`config.mk`:
```
export PLATFORM = sky130hd
export DESIGN_NAME = io_intr_sequencer
export DESIGN_NICKNAME = d
export VERILOG_FILES = /design/src/rtl/cpu_pkg.sv /design/src/rtl/io_port_regs.sv /design/src/rtl/io_intr_sequencer.sv
export SDC_FILE = /design/constraint.sdc
export NUM_CORES = 1
export LEC_CHECK = 0
export CAP_MARGIN = 0
export CORE_UTILIZATION = 33
export DETAILED_ROUTE_END_ITERATION = 16
export PLACE_DENSITY = 0.78
export SLEW_MARGIN = 20
export SYNTH_ARGS = -nofsm -noshare
export SYNTH_HDL_FRONTEND = slang
export SYNTH_SLANG_ARGS = --single-unit
```
`constraint.sdc`:
```
create_clock -name clk -period 1.9 [get_ports clk]
set_clock_uncertainty 0.1 [all_clocks]
set_input_delay 0.285 -clock clk [delete_from_list [all_inputs] [get_ports clk]]
set_output_delay 0.285 -clock clk [all_outputs]
set_load 0.01 [all_outputs]
```
`src/rtl/cpu_pkg.sv`:
```
// Definitions shared by the instruction decoder and the I/O / interrupt sequencer:
// the I/O opcode encodings, the sequencer state type and its debug view.
package cpu_pkg;

  localparam logic [4:0] OP_IN  = 5'b11000;
  localparam logic [4:0] OP_OUT = 5'b11001;
  localparam logic [4:0] OP_RFI = 5'b11010;
  localparam logic [4:0] OP_SFO = 5'b11011;
  localparam logic [4:0] OP_RFO = 5'b11100;
  localparam logic [4:0] OP_ION = 5'b11101;
  localparam logic [4:0] OP_IOF = 5'b11110;
  localparam logic [4:0] OP_HLT = 5'b11111;

  typedef enum logic [1:0] {
    RUN    = 2'd0,
    SAVE   = 2'd1,
    VEC    = 2'd2,
    HALTED = 2'd3
  } state_t;

  // Observation bundle: current sequencer state and a registered copy of the IN strobe.
  typedef struct packed {
    state_t state;
    logic   in_rd_seen;
  } dbg_t;

endpackage

```
`src/rtl/io_port_regs.sv`:
```
// Input holding register with FGI and output holding register with out_valid/FGO.
// All strobes arrive already qualified by instruction boundary and RUN state.
module io_port_regs #(
  parameter int DATA_W = 8
) (
  input  logic              clk,
  input  logic              reset,
  input  logic              in_valid,
  input  logic [DATA_W-1:0] in_data,
  input  logic              rfi,
  input  logic              out_wr,
  input  logic [DATA_W-1:0] out_wdata,
  input  logic              sfo,
  input  logic              rfo,
  input  logic              out_ready,
  output logic              in_ready,
  output logic [DATA_W-1:0] inpr,
  output logic              fgi,
  output logic              out_valid,
  output logic [DATA_W-1:0] out_data,
  output logic              fgo
);

  logic in_accept;
  logic out_load;
  logic out_done;

  assign in_accept = in_valid && !fgi;
  assign out_load  = out_wr && !out_valid;
  assign out_done  = out_valid && out_ready;
  assign in_ready  = !fgi;

  always_ff @(posedge clk) begin
    if (reset) begin
      inpr <= '0;
      fgi  <= 1'b0;
    end else begin
      if (in_accept) begin
        inpr <= in_data;
      end
      // An accept sets FGI even when rFI lands in the same cycle.
      if (in_accept) begin
        fgi <= 1'b1;
      end else if (rfi) begin
        fgi <= 1'b0;
      end
    end
  end

  always_ff @(posedge clk) begin
    if (reset) begin
      out_data  <= '0;
      out_valid <= 1'b0;
      fgo       <= 1'b1;
    end else begin
      if (out_load) begin
        out_data  <= out_wdata;
        out_valid <= 1'b1;
      end else if (out_done) begin
        out_valid <= 1'b0;
      end
      // Later assignments take priority: rFO overrides a device completion.
      if (out_done || sfo) begin
        fgo <= 1'b1;
      end
      if (out_load || rfo) begin
        fgo <= 1'b0;
      end
    end
  end

endmodule

```
`src/rtl/io_intr_sequencer.sv`:
```
// I/O flag/port controller plus interrupt-entry and HLT sequencer for the 5-bit-opcode CPU.
// Stalls the core and strobes save_pc / pc_load_vec to vector it at VEC_ADDR.
module io_intr_sequencer
  import cpu_pkg::*;
#(
  parameter int                DATA_W   = 8,
  parameter int                ADDR_W   = 12,
  parameter logic [ADDR_W-1:0] VEC_ADDR = 12'h001
) (
  input  logic              clk,
  input  logic              reset,
  input  logic              instr_end,
  input  logic              rFI,
  input  logic              sFO,
  input  logic              rFO,
  input  logic              ION,
  input  logic              IOF,
  input  logic              hlt,
  input  logic              in_rd,
  input  logic              out_wr,
  input  logic [DATA_W-1:0] out_wdata,
  input  logic              in_valid,
  input  logic [DATA_W-1:0] in_data,
  output logic              in_ready,
  output logic              out_valid,
  output logic [DATA_W-1:0] out_data,
  input  logic              out_ready,
  output logic [DATA_W-1:0] inpr,
  output logic              fgi,
  output logic              fgo,
  output logic              ien,
  output logic              stall,
  output logic              save_pc,
  output logic              pc_load_vec,
  output logic [ADDR_W-1:0] pc_vector,
  output dbg_t              dbg
);

  state_t state;
  logic   act;
  logic   wake;
  logic   in_rd_seen;

  // Strobes count only on an instruction boundary while the core is running.
  assign act       = instr_end && (state == RUN);
  assign wake      = ien && (fgi || fgo);
  assign pc_vector = VEC_ADDR;
  assign dbg       = '{state: state, in_rd_seen: in_rd_seen};

  io_port_regs #(.DATA_W(DATA_W)) u_ports (
    .clk       (clk),
    .reset     (reset),
    .in_valid  (in_valid),
    .in_data   (in_data),
    .rfi       (act && rFI),
    .out_wr    (act && out_wr),
    .out_wdata (out_wdata),
    .sfo       (act && sFO),
    .rfo       (act && rFO),
    .out_ready (out_ready),
    .in_ready  (in_ready),
    .inpr      (inpr),
    .fgi       (fgi),
    .out_valid (out_valid),
    .out_data  (out_data),
    .fgo       (fgo)
  );

  always_ff @(posedge clk) begin
    if (reset) begin
      ien        <= 1'b0;
      in_rd_seen <= 1'b0;
    end else begin
      in_rd_seen <= act && in_rd;
      if (state == SAVE) begin
        ien <= 1'b0;
      end else if (act && IOF) begin
        ien <= 1'b0;
      end else if (act && ION) begin
        ien <= 1'b1;
      end
    end
  end

  // Outputs are assigned alongside the next state so they are registered decodes of it.
  always_ff @(posedge clk) begin
    if (reset) begin
      state       <= RUN;
      stall       <= 1'b0;
      save_pc     <= 1'b0;
      pc_load_vec <= 1'b0;
    end else begin
      save_pc     <= 1'b0;
      pc_load_vec <= 1'b0;
      unique case (state)
        RUN: begin
          stall <= 1'b0;
          // wake uses pre-edge flags, so an ION at this boundary waits for the next one.
          if (instr_end && wake) begin
            state   <= SAVE;
            stall   <= 1'b1;
            save_pc <= 1'b1;
          end else if (instr_end && hlt) begin
            state <= HALTED;
            stall <= 1'b1;
          end
        end
        SAVE: begin
          state       <= VEC;
          stall       <= 1'b1;
          pc_load_vec <= 1'b1;
        end
        VEC: begin
          state <= RUN;
          stall <= 1'b0;
        end
        HALTED: begin
          stall <= 1'b1;
          if (wake) begin
            state   <= SAVE;
            save_pc <= 1'b1;
          end
        end
        default: begin
          state <= RUN;
          stall <= 1'b0;
        end
      endcase
    end
  end

endmodule

```
# After elaboration in Yosys (flattened, before gate mapping)
# Index checks and enable logic that the tools add are counted.
# totals
reg_bits,26
latchBits,0
mem_bits_rw,0
romBits,0
out_inout_bits,39
elab_cells,59
memories,0
# op_classes
n_addsub,0
n_mul,0
n_div,0
magnitude_cmp,0
n_eq_ne,5
n_shift,0
mux,17
bitwise,0
n_reduce_logical,26
# op_table
cell,n
$logic_and A1 B1 Y1,14
$mux W1,11
$pmux W2 S4,1
$mux W2,3
$reduce_bool A2 Y1,3
$eq A2 B2 Y1 const B,2
$logic_or A1 B1 Y1,3
$ne A3 B1 Y1 const B,1
$pmux W1 S3,1
$reduce_or A3 Y1,1
$eq A2 B1 Y1 const B,1
$logic_not A1 Y1,2
$logic_not A2 Y1,1
$ne A2 B2 Y1 const B,1
$pmux W1 S2,1
$reduce_and A2 Y1,1
$reduce_or A2 Y1,1

# Longest topological paths before layout
# depth
ltp_word,6
mapped_depth,6
depth_no_buf,5

# Modules after synthesis
# A second synthesis with hierarchy kept.
# unflattened
hier_cells,142
hier_area_um2,1203.7
# modules_own_cells
mod,instances,cells_each,area_each_um2
io_port_regs,1,85,703.2
io_intr_sequencer,1,57,500.5

# Least setup slack after synthesis
# OpenSTA, ideal clock, no wires.
# synth_path
kind,register -> register
startpoint,register state[0]
endpoint,register u_ports.fgo
setup_ns,0.114
arrival_ns,1.478
slack_ns,0.208
path_stages_with_launch,7
n_path_buf,1
synth_period_minus_slack_ns,1.692
cell_sequence,dfxtp_1 > inv_1 > ha_1 > and2_1 > buf_6 > a221o_1 > a21o_1
# synth_via
elab_chain_cells,6
# synth_lines
element,line_no,source
"start, declared",io_intr_sequencer.sv:39,state_t state;
"start signal, assigned",io_intr_sequencer.sv:88,state <= RUN;
"start signal, assigned",io_intr_sequencer.sv:100,state <= SAVE;
"start signal, assigned",io_intr_sequencer.sv:104,state <= HALTED;
$logic_not A2 Y1 (*),io_intr_sequencer.sv:45,assign act = instr_end && (state == RUN);
$logic_and A1 B1 Y1 (*),io_intr_sequencer.sv:45,
$logic_and A1 B1 Y1,io_intr_sequencer.sv:56,".out_wr (act && out_wr),"
$logic_and A1 B1 Y1,io_port_regs.sv:29,assign out_load = out_wr && !out_valid;
$logic_or A1 B1 Y1,io_port_regs.sv:66,if (out_load || rfo) begin
$mux W1 / $reduce_bool A2 Y1 (equally long branches),-,
"end signal, assigned",io_port_regs.sv:54,fgo <= 1'b1;
"end signal, assigned",io_port_regs.sv:64,fgo <= 1'b1;
"end signal, assigned",io_port_regs.sv:67,fgo <= 1'b0;
"end, declared",io_port_regs.sv:21,output logic fgo
# Mark *: on every way between the ends. The rest lies on a longest branch, timed or not.
# A chain may end at the register's enable or synchronous reset.

# Worst setup path in the final report
# Ends and elaborated chain as after synthesis.

==> reports/results.ini <==
[sta]
layout_setup_ws_ns=0.162
max_freq_mhz=575
setup_tns_ns=0
whs_ns=0.362
fin_crit_ns=1.74
tightest_slew_ns=0.499
drv_slew=0
post-route-period-util_pct=91.5
finalHoldViolations=0
slew_headroom_pct=66.6
setup_viol_count_final=0
rsz0062_at_grt=no

[die]
die_area_mm2=0.00378
io-pin-count=68
core_mm2=0.00336
die_w_um=61.5
rows=21
die_y_um=61.5
start_util_pct=34.7

[power]
p_leak_nw=0.679
vdd_ir_drop_max_mv=0.552
p_int_mw=1.19
switching_share_pct=30.6
seqPwrFrac_pct=40.2
powerDensity_mw_per_mm2=969
power_mw=1.71
p_sw_mw=0.522
power_frac_comb_pct=37.8
pwr-share-clk_pct=22.0

[detailed_routing]
vias_per_cell=4.47
firstDrtPassIters=4
vias=1060
ant_nets=0
routed_wl_um=2560
wl_per_cell_um=10.8
drt_iter0_markers=34
drc_errors=0

[yosys]
avgSynthCellArea_um2=8.46
synth_edf_count=0
yosysWarnings=0
netlist_area_mm2=0.00117
synthArstFlopShare_pct=0
ys_seq_area_share_pct=44.6
synth_cell_types=33
synth_ff_type=dfxtp_1
synth-seq-cells=26
synthCells=138

[place]
hpwlAfterDp_um=1950
placed_cell_area_mm2=0.00171
dp.cells=233
port_buffers=55
dp_worst_setup_slack_ns=0.165
gp_congestion=0.728

[global_route]
antenna_found_initial=0
grt_max_degree=16
grt_util_all_layers_pct=13.9
grt_pass1_vias=890
globalRouteOverflowTotal=0
grt_pass1_wl_um=3840

[clock_tree]
path_clk_slew_ns=0.14
clk_path_buf_depth=2
cts_tree=done
htreeDepth=1
cts-root-buf=clkbuf_4
cts_buffers=3
cts_setup_buffers=0
cts.sinks=26
clock_latency_ns=0.32

[status]
outcome=complete, no violations

[hold_path]
hp-class=register to register
min-delay-start=u_ports.out_data[3]
min_to=u_ports.out_data[3]
hold_depth=2

[finish]
fin_area_mm2=0.00176
fin_util_pct=52.4
top_regs=u_ports.inpr x8, u_ports.out_data x8, state x2
area_growth_syn_to_layout_pct=51.0
instances_no_fill=237
diodes=0
drive_gt1_share_pct=6.28
final_nets=225

[worst_setup_path]
ff2ff_path_depth=5
critPathKind=register to register
end_kind=register
required_ns=2.04
r2r_setup_slack_ns=0.16
cp_data_arrival_time_ns=1.88
crit_path_start_kind=register
timing.rr.end=u_ports.fgo
cp_max_fo=8
rr_startpoint=state[0]

[run]
drv_cap=0

[layout make-up]
class | count | area [um2]
fillers | 348 | 1600
repair buffers | 59 | 581
clock buffers | 3 | 22.5
inverters | 3 | 11.3
flip-flops and latches | 26 | 522
clock inverters | 1 | 30.0
well taps | 46 | 57.6
multi-input cells | 99 | 539
[per-layer routing]
layer	share of wire, %	up-vias	routed length (um)	track usage [%]
met5	0	-	0	0
met4	0.78	0	20	2.86
met3	6.1	2	155	4.83
met2	48	31	1240	23.8
met1	45	484	1140	16.9
li1	-	543	-	-
[cells by family after synthesis]
family,count (synthesis),share of synthesized area (%)
and+or+nand+nor,50,19.6
muxes,1,0.857
adders and majority gates,4,4.29
AOI/OAI and AO/OA,32,17.6
other,2,0.643
buffers and inverters,23,12.4
DFF,26,44.6
[power by group through the flow]
stage	sequential (mW)	clock, mW	combinational [mW]
after CTS	0.687	0.394	0.655
after floorplan	0.727	0	0.370
after detailed placement	0.699	0	0.652
after global routing	0.699	0.419	0.722
final	0.687	0.376	0.646
after global placement	0.699	0	0.639
[repair_timing]
item / 4_1_cts / 5_1_grt
hold buffers: 0 / 0
setup endpoints to repair: 0 / 1
gates resized for setup: 0 / 1
[cell usage in the layout, fill, tap and decap left out, types with 3 or more instances in the layout]
master           count
a21oi_1             19
buf_4                4
clkbuf_4             3
clkdlybuf4s50_1     55
conb_1              12
dfxtp_1             25
ha_1                 4
inv_1                3
nand2_1             33
nand2b_1             3
nor2_1               3
nor2b_1              3
o21ai_0              3
[critical path, stage by stage (launching register included)]
cell and delay (ns):
dfxtp_1 0.42, inv_1 0.08, ha_1 0.27, and2_1 0.28, a221o_1 0.35, a21o_1 0.15
[how the worst max path moves through the flow]
| stage | start | endpoint | slack [ns] | cells after the start |
|---|---|---|---|---|
| 6_report | state[0] | u_ports.fgo | 0.16 | 5 |
| 5_1_grt | state[0] | ien | 0.02 | 5 |
| 4_1_cts | u_ports.fgi | fgi | 0.06 | 1 |
| 3_5_place_dp | state[0] | u_ports.fgo | 0.16 | 5 |
| 3_3_place_gp | state[0] | u_ports.fgo | 0.19 | 5 |
| 2_1_floorplan | state[0] | u_ports.fgo | 0.21 | 6 |
[synth_stat cells (all sizes together) (2+ instances only)]
master / number / area share [%]
o21ai: 3 / 1.3
a21oi: 19 / 8.1
inv: 3 / 0.96
nor2: 3 / 0.96
o211ai: 2 / 1.7
buf: 16 / 10
clkbuf: 4 / 1.3
nand2: 33 / 11
nand2b: 3 / 1.6
ha: 4 / 4.3
nor2b: 3 / 1.6
conb: 2 / 0.64
dfxtp: 26 / 45
No activity file was read; power rests on OpenSTA's default activity.
